`config.mk`:
```
export PLATFORM = sky130hd
export DESIGN_NAME = normalize
export DESIGN_NICKNAME = d
export VERILOG_FILES = /design/src/rtl/normalize_pkg.sv /design/src/rtl/normalize_step.sv /design/src/rtl/normalize.sv
export SDC_FILE = /design/constraint.sdc
export NUM_CORES = 1
export LEC_CHECK = 0
export BUFFER_PORTS_ARGS = -buffer_cell sky130_fd_sc_hd__buf_2
export CAP_MARGIN = 20
export CORE_MARGIN = 3
export CORE_UTILIZATION = 55
export CTS_CLUSTER_DIAMETER = 120
export DETAILED_ROUTE_END_ITERATION = 10
export PLACE_DENSITY = 0.82
export SLEW_MARGIN = 20
export SYNTH_ARGS = -nofsm -noshare
export SYNTH_HDL_FRONTEND = slang
export SYNTH_SLANG_ARGS = --single-unit
```
`constraint.sdc`:
```
create_clock -name clk -period 4.36 [get_ports clk]
set_input_delay 0.436 -clock clk [delete_from_list [all_inputs] [get_ports clk]]
set_output_delay 0.436 -clock clk [all_outputs]
set_load 0.1 [all_outputs]
```
`src/rtl/normalize_pkg.sv`:
```
// Shared types and constants for the leading-zero/leading-one normalizer.
package normalize_pkg;

  typedef enum logic [1:0] {
    IDLE = 2'd0,
    RUN  = 2'd1,
    DONE = 2'd2
  } state_t;

  // Width of the leading count result (0..32 needs six bits)
  localparam int CNT_W  = 6;
  localparam int NSTEPS = 5;

  // Binary-search window width used at each RUN step
  localparam logic [4:0] STEP_W [NSTEPS] = '{5'd16, 5'd8, 5'd4, 5'd2, 5'd1};

endpackage

```
`src/rtl/normalize_step.sv`:
```
// One binary-search step: if the top w bits of x are all zero, shift x and d
// left by w and add w to the running count. On the last step a residual
// zero MSB means the operand had no terminating bit, so one extra shift
// brings the count to 32 and clears d.
module normalize_step
  import normalize_pkg::*;
(
  input  logic [31:0]      i_x,
  input  logic [31:0]      i_d,
  input  logic [CNT_W-1:0] i_cnt,
  input  logic [4:0]       i_w,
  input  logic             i_last,
  output logic [31:0]      o_x,
  output logic [31:0]      o_d,
  output logic [CNT_W-1:0] o_cnt
);

  logic [31:0]      w_mask;
  logic             w_hit;
  logic [31:0]      w_x1;
  logic [31:0]      w_d1;
  logic [CNT_W-1:0] w_cnt1;

  // Window zero test, conditional shift, and the final all-zero correction
  always_comb begin
    w_mask = ~(32'hFFFF_FFFF >> i_w);
    w_hit  = (i_x & w_mask) == 32'd0;
    w_x1   = w_hit ? (i_x << i_w) : i_x;
    w_d1   = w_hit ? (i_d << i_w) : i_d;
    w_cnt1 = w_hit ? (i_cnt + {1'b0, i_w}) : i_cnt;
    o_x    = w_x1;
    o_d    = w_d1;
    o_cnt  = w_cnt1;
    if (i_last && !w_x1[31]) begin
      o_x   = w_x1 << 1;
      o_d   = w_d1 << 1;
      o_cnt = w_cnt1 + 6'd1;
    end
  end

endmodule

```
`src/rtl/normalize.sv`:
```
// Multi-cycle clz/clo counter and normalizer. An accepted start runs five
// binary-search steps (16,8,4,2,1) and then pulses done with count, the
// left-normalized word, and a zero flag for operands with no terminating bit.
module normalize
  import normalize_pkg::*;
(
  input  logic             clk,
  input  logic             clrn,
  input  logic             start,
  input  logic [31:0]      data,
  input  logic             ones,
  output logic             busy,
  output logic             done,
  output logic [CNT_W-1:0] count,
  output logic [31:0]      norm,
  output logic             zero
);

  state_t           r_state;
  logic [31:0]      r_x;
  logic [31:0]      r_d;
  logic [CNT_W-1:0] r_cnt;
  logic [2:0]       r_step;
  logic             r_busy;
  logic             r_done;
  logic [CNT_W-1:0] r_count;
  logic [31:0]      r_norm;
  logic             r_zero;

  logic [4:0]       w_w;
  logic             w_last;
  logic [31:0]      w_x_nxt;
  logic [31:0]      w_d_nxt;
  logic [CNT_W-1:0] w_cnt_nxt;

  // Select the search window width for the current step
  always_comb begin
    w_w = STEP_W[NSTEPS-1];
    for (int k = 0; k < NSTEPS; k++) begin
      if (r_step == 3'(k)) w_w = STEP_W[k];
    end
    w_last = (r_step == 3'(NSTEPS - 1));
  end

  normalize_step u_step (
    .i_x    (r_x),
    .i_d    (r_d),
    .i_cnt  (r_cnt),
    .i_w    (w_w),
    .i_last (w_last),
    .o_x    (w_x_nxt),
    .o_d    (w_d_nxt),
    .o_cnt  (w_cnt_nxt)
  );

  // Control FSM with registered busy/done and result holding registers
  always_ff @(posedge clk) begin
    if (!clrn) begin
      r_state <= IDLE;
      r_x     <= '0;
      r_d     <= '0;
      r_cnt   <= '0;
      r_step  <= '0;
      r_busy  <= 1'b0;
      r_done  <= 1'b0;
      r_count <= '0;
      r_norm  <= '0;
      r_zero  <= 1'b0;
    end else begin
      case (r_state)
        IDLE, DONE: begin
          r_done <= 1'b0;
          if (start) begin
            // Counting leading ones is counting leading zeros of ~data
            r_x     <= ones ? ~data : data;
            r_d     <= data;
            r_cnt   <= '0;
            r_step  <= '0;
            r_state <= RUN;
            r_busy  <= 1'b1;
          end else begin
            r_state <= IDLE;
            r_busy  <= 1'b0;
          end
        end
        RUN: begin
          r_x   <= w_x_nxt;
          r_d   <= w_d_nxt;
          r_cnt <= w_cnt_nxt;
          if (w_last) begin
            r_count <= w_cnt_nxt;
            r_norm  <= w_d_nxt;
            r_zero  <= (w_cnt_nxt == 6'd32);
            r_state <= DONE;
            r_busy  <= 1'b0;
            r_done  <= 1'b1;
          end else begin
            r_step <= r_step + 3'd1;
          end
        end
        default: begin
          r_state <= IDLE;
          r_busy  <= 1'b0;
          r_done  <= 1'b0;
        end
      endcase
    end
  end

  assign busy  = r_busy;
  assign done  = r_done;
  assign count = r_count;
  assign norm  = r_norm;
  assign zero  = r_zero;

endmodule

```
# ---- Word level (Yosys, flattened, before mapping)
# Cells that the tools add are included.
dict set report totals {
  elab_cells 67
  register_bits 116
}
dict set report op_classes {
  reduce_logical 11
  n_bitwise 3
  mux 27
  eq_ne 10
  n_shift 3
  add_sub_neg 3
}
# op count
set ops {}
lappend ops {{32-bit 2-to-1 mux} 7}
lappend ops {{32-bit one-hot mux with 2 select lines} 2}
lappend ops {{32-bit inverter} 2}
lappend ops {{32-bit by 5-bit left shift with 32-bit output} 2}
lappend ops {{32-bit AND} 1}
lappend ops {{32-bit zero test} 1}
lappend ops {{32-bit by 5-bit right shift with 32-bit output, first input constant} 1}
lappend ops {{5-bit 2-to-1 mux} 5}
lappend ops {{6-bit 2-to-1 mux} 3}
lappend ops {{6-bit one-hot mux with 2 select lines} 1}
lappend ops {{6-bit by 1-bit adder with 6-bit output, second input constant} 1}
lappend ops {{6-bit by 5-bit adder with 6-bit output} 1}
lappend ops {{3-bit by 2-bit == test with 1-bit output, second input constant} 2}
lappend ops {{6-bit == test, second input constant} 1}
lappend ops {{3-bit 2-to-1 mux} 2}
lappend ops {{3-bit one-hot mux with 2 select lines} 1}
lappend ops {{2-bit AND reduction} 3}
lappend ops {{2-bit != test, second input constant} 2}
lappend ops {{2-bit one-hot mux with 2 select lines} 1}
lappend ops {{3-bit by 1-bit adder with 3-bit output, second input constant} 1}
lappend ops {{3-bit by 1-bit == test with 1-bit output, second input constant} 1}
lappend ops {{3-bit == test, second input constant} 1}
lappend ops {{3-bit zero test} 1}
lappend ops {{1-bit 2-to-1 mux} 3}
lappend ops {{11 further kinds} 11}

# ---- Longest topological paths before layout
dict set report depth {
  depth_word 15
  depth_mapped 19
  ltp_nobuf 14
}

# ---- Cells and area by module
# A second synthesis with hierarchy kept.
dict set report unflattened {
  cells_unflattened 1306
  area_unflattened_um2 10595.2
}
# module area_per_inst_um2 seq_area_each_um2 cells_per_inst n_inst
set modules_own_cells {}
lappend modules_own_cells {normalize_step 5535.3 0.0 700 1}
lappend modules_own_cells {normalize 5059.9 2322.2 606 1}

# ---- Worst setup path after synthesis
# Ideal clock, no wire load.
dict set report synth_timing {
  path_kind {register to register}
  from {register r_step[2]}
  to {register r_zero, in the netlist zero}
  setup_ns 0.075
  period_less_slack_ns 4.095
  stages_incl_launch_ff 20
  arrival_ns 4.020
  t_required_ns 4.285
  setup_slack_ns 0.265
  n_path_buf 6
  path_cell_list {dfxtp_1 > buf_6 > inv_1 > buf_1 > clkbuf_1 > ha_1 > buf_2 > a21bo_2 > buf_2 > inv_2 > buf_1 > ha_1 > a21o_1 > a21oi_1 > o21bai_1 > a21oi_1 > nor2_1 > xnor2_1 > or4_1 > a31oi_1}
}
dict set report synth_between {
  elab_chain_cells 15
  elab_cells_between_ends 24
  cone_classes {add/sub (2); eq/ne (5); shift (2); mux (8); bitwise (2); reduce/logical (5)}
}
# item line
set synth_rtl {}
lappend synth_rtl {{start: declaration} normalize.sv:23} ;# logic [2:0] r_step;
lappend synth_rtl {{start signal: assignment} normalize.sv:98} ;# r_step <= r_step + 3'd1;
lappend synth_rtl {{branches (longest 15 deep; another with 6-bit by 1-bit adder with 6-bit output)} n/a}
lappend synth_rtl {{end signal: assignment} normalize.sv:93} ;# r_zero <= (w_cnt_nxt == 6'd32);
lappend synth_rtl {{end: declaration} normalize.sv:28} ;# logic r_zero;
# Parallel ways; which one is timed is not known.
# A chain may end at the register's enable or synchronous reset.

# ---- Worst setup path in the final report
dict set report layout_timing {
  from {register r_step[0]}
  to {register r_count[4], in the netlist count[4]}
}
dict set report layout_between {
  elab_chain_cells 14
  elab_cells_between_ends 23
  cone_classes {add/sub (2); eq/ne (4); shift (2); mux (8); bitwise (2); reduce/logical (5)}
}
# item line
set layout_rtl {}
lappend layout_rtl {{branches (longest 14 deep; another with 6-bit by 1-bit adder with 6-bit output)} n/a}
lappend layout_rtl {{end signal: assignment} normalize.sv:91} ;# r_count <= w_cnt_nxt;
lappend layout_rtl {{end: declaration} normalize.sv:26} ;# logic [CNT_W-1:0] r_count;
# Parallel ways; which one is timed is not known.

==> summary.md <==
| Metric | Value |
|---|---|
| Skew-Pair Late Insertion Delay | `about 0.44 ns` |
| Met3 routed WL | `6.041 mm` |
| Die W | `136.4 um` |
| Hold depth | `3` |
| Max layer used | `met4` |
| Largest area contributor in the netlist | `dfxtp_1` |
| Clock Skew | `0.01637 ns` |
| Mapped Cells | `1310` |
| Synth top area share | `24.84%` |
| Final core occ | `about 63%` |
| Number of distinct library cells after synthesis | `80` |
| DRT met1 WL | `16.16 mm` |
| Predominant post-synthesis flop cell | `dfxtp_1` |
| Cts hold-fix bufs | `0` |
| Setup bufs post-CTS | `0` |
| Crit path max fanout | `15` |
| Routed vias | `11530` |
| Input/output buffers | `76` |
| Critical path data arrival time | `4.30 ns` |
| Switch Pwr | `1.580 mW` |
| DR iter-0 viols | `2266` |
| Worst Hold Slack | `roughly 0.37 ns` |
| GRT Total Usage | `45.94%` |
| Fraction of registers with async set/reset | `0%` |
| DR WL/cell | `27.89 um` |
| Starting Density | `56.37%` |
| Reg2Reg Depth | `13` |
| Reg2Reg Setup Slack | `0.41 ns` |
| Drt via density | `7.452` |
| CTS tree | `done` |
| Setup ws final | `0.4099 ns` |
| Worst hold-check path type | `primary input to register` |
| CP Class | `register to register` |
| CP endpoint kind | `register` |
| Fin crit period | `3.950 ns` |
| Status | `finished clean` |
| PwrDens | `about 380 nW/um2` |
| Tcrit/Tclk final | `90.60%` |
| Top cells by area, synth | `dfxtp_1, o211ai_1, nand2_1, o21ai_0, a21oi_1` |
| GP Congestion | `1.023` |
| Register area share after synthesis | `24.84%` |
| Tot Pwr | `~4.0 mW` |
| DRC Markers | `0` |
| Worst Max-Slew Pin Slew | `0.9868 ns` |
| Syn Nets | `1357` |
| Final setup fails | `0` |
| Area of the multi-input gates | `approximately 6400 um2` |
| Synth Warn # | `0` |
| Comb pwr share | `31.8%` |
| Clock power share | `36.8%` |
| Register share of total power | `between 30% and 40%` |
| Initial antenna violation count | `0` |
| Clk slew on worst S/H paths | `0.06 ns` |
| Max Cap Viol | `0` |
| First-pass GRT wire length | `64.52 mm` |
| Number of global-route vias before repair | `10440` |
| Nets | `1361` |
| Clk sinks | `116` |
| Antenna Nets Post-Route | `0` |
| Routed wl met2 | `around 18 mm` |
| Peak VDD IR | `about 0.26 mV` |
| P_leak | `3.952 nW` |
| FF+latch area | `2322 um2` |
| P&R area growth vs syn | `11.55%` |
| Post-CTS resize count | `0` |
| Grt ovf | `0` |
| Inserted Clock Buffers | `17` |
| Final Max Slew Viols | `0` |
| Final hold violation count | `0` |
| Final instance area | `10430 um2` |
| H-tree levels | `4` |
| Core area | `between 15000 and 20000 um2` |
| Placed wire-length estimate | `between 20 and 30 mm` |
| Max Clock Freq | `0.2532 GHz` |
| Core Rows | `47` |
| Dpl cell area | `roughly 9800 um2` |
| DIE HEIGHT | `between 100 and 150 um` |
| Crit path max-delay cell type | `fa_1` |
| CP dominant cell by count | `inv_1` |
| Critical Path RT | `4.71 ns` |
| Startpoint types | `register` |
| CTS Buffer Depth | `2` |
| Cell Area, Synth | `9348 um2` |
| Register bit count reported by yosys | `~120` |
| EDFF count, synth | `0` |
| Largest net degree at the start of global routing | `98` |
| DR pass1 iterations | `7` |
| Antenna diodes | `0` |
| Critical path cell sequence | `inv_1 > ha_1 > nor3_4 > o21ai_2 > inv_1 > ha_1 > fa_1 > inv_1 > nor3_1 > a21bo_2 > xnor2_1 > nand2_1 > a21boi_0` |
| Pre-CTS worst setup slack | `~0.59 ns` |
| IO Pins | `77` |
| Root buf cell | `clkbuf_16` |
| Mapped Avg Cell Area | `around 7.1 um2` |
| Ratio of cells with drive above 1 in the final layout | `13.87%` |
| WL final | `between 40 and 50 mm` |
| Full die area | `18600 um2` |
| Fillers | `roughly 1500` |
| Final TNS setup | `0 ns` |
| Unrepaired setup endpoints after global routing | `no` |
| Pint | `roughly 2.4 mW` |
| Max-slew headroom | `between 30% and 40%` |
| Post-Layout Cell Count | `1547` |
| Placed insts | `approximately 1500` |
| Most common library cells after synthesis | `nand2_1, nor2_1, dfxtp_1, o21ai_0, a21oi_1` |
| Top-count cell post-synth | `nand2_1` |
| Crit path largest cell delay | `0.56 ns` |
| Switching portion of total power | `39.66%` |
## state kept, by name, summed over array words and instances (netlist names)
register  flops
count         6
done          1
zero          1
r_cnt         6
busy          1
r_state       2
r_step        3
r_x          32
norm         32
r_d          32
## critical path: cells and delay by family (launching register included)
family	cells	cell delay, ns
compound gates	3	0.93
xor+xnor	1	0.29
fa+ha+maj	3	1.35
buf+inv	3	0.32
flops	1	0.34
simple gates	3	0.63
## cell families (layout without fill, tap and decap cells)
family / after synthesis / in the layout / synth area share, %
DFF: 116 / 116 / 24.84
AOI/OAI and AO/OA: 554 / 554 / 40.50
adders and majority gates: 11 / 11 / 1.553
muxes: 25 / 25 / 2.771
xor gates and xnor gates: 41 / 41 / 3.842
and+or+nand+nor: 406 / 406 / 19.41
buffers and inverters: 157 / 174 / 7.081
## per-layer routing
layer / GRT usage (%) / vias to the layer above
li1: - / 4945
met1: 59.52 / 5333
met2: 67.72 / 1019
met3: 13.84 / 232
met4: 26.04 / 0
met5: 0 / -
## cells in the final DEF (no fill, tap or decap), drive strengths merged, types with 7 or more instances in the layout
cell / count
o21a: 9
a21boi: 11
nand2: 153
o22ai: 15
o21ai: 113
o31ai: 13
a22oi: 22
nor4: 7
a31oi: 40
a211oi: 29
nor2b: 9
nor3: 17
xor2: 7
a221oi: 19
a21o: 12
a21oi: 91
o211ai: 78
and3: 8
o221ai: 10
mux2i: 21
dfxtp: 116
and2: 19
nor2: 120
clkinv: 7
nand2b: 8
xnor2: 34
nand3: 43
ha: 10
nand4: 7
o32ai: 8
inv: 24
a211o: 7
clkbuf: 17
a22o: 24
buf: 122
## power by group through the flow
stage	Combinational, mW	Sequential (mW)	Clock [mW]
2_1_floorplan	0.823	1.22	0
5_1_grt	1.33	1.25	1.50
3_5_place_dp	1.20	1.26	0
4_1_cts	1.21	1.24	1.45
3_3_place_gp	1.20	1.27	0
6_report	1.27	1.25	1.46
## path summary, 6_finish.rpt
path / start / end
setup / recovery: r_step[0]$_SDFFE_PN0P_ / count[4]$_SDFFE_PN0P_
hold / removal: data[13] / r_d[13]$_SDFFE_PN0P_
setup reg to reg: r_step[0]$_SDFFE_PN0P_ / count[4]$_SDFFE_PN0P_
hold reg to reg: norm[26]$_SDFFE_PN0P_ / norm[26]$_SDFFE_PN0P_
## area by class of cell
cell class | instances | share of cell area (%)
Tap cell | 220 | 2.640
Timing Repair Buffer | 122 | 7.199
Sequential cell | 116 | 22.27
Clock buffer | 17 | 4.080
Clock inverter | 15 | 1.632
Multi-Input combinational cell | 1037 | 61.34
Inverter | 20 | 0.8399
Note: power is estimated with default switching activity, not from simulation.
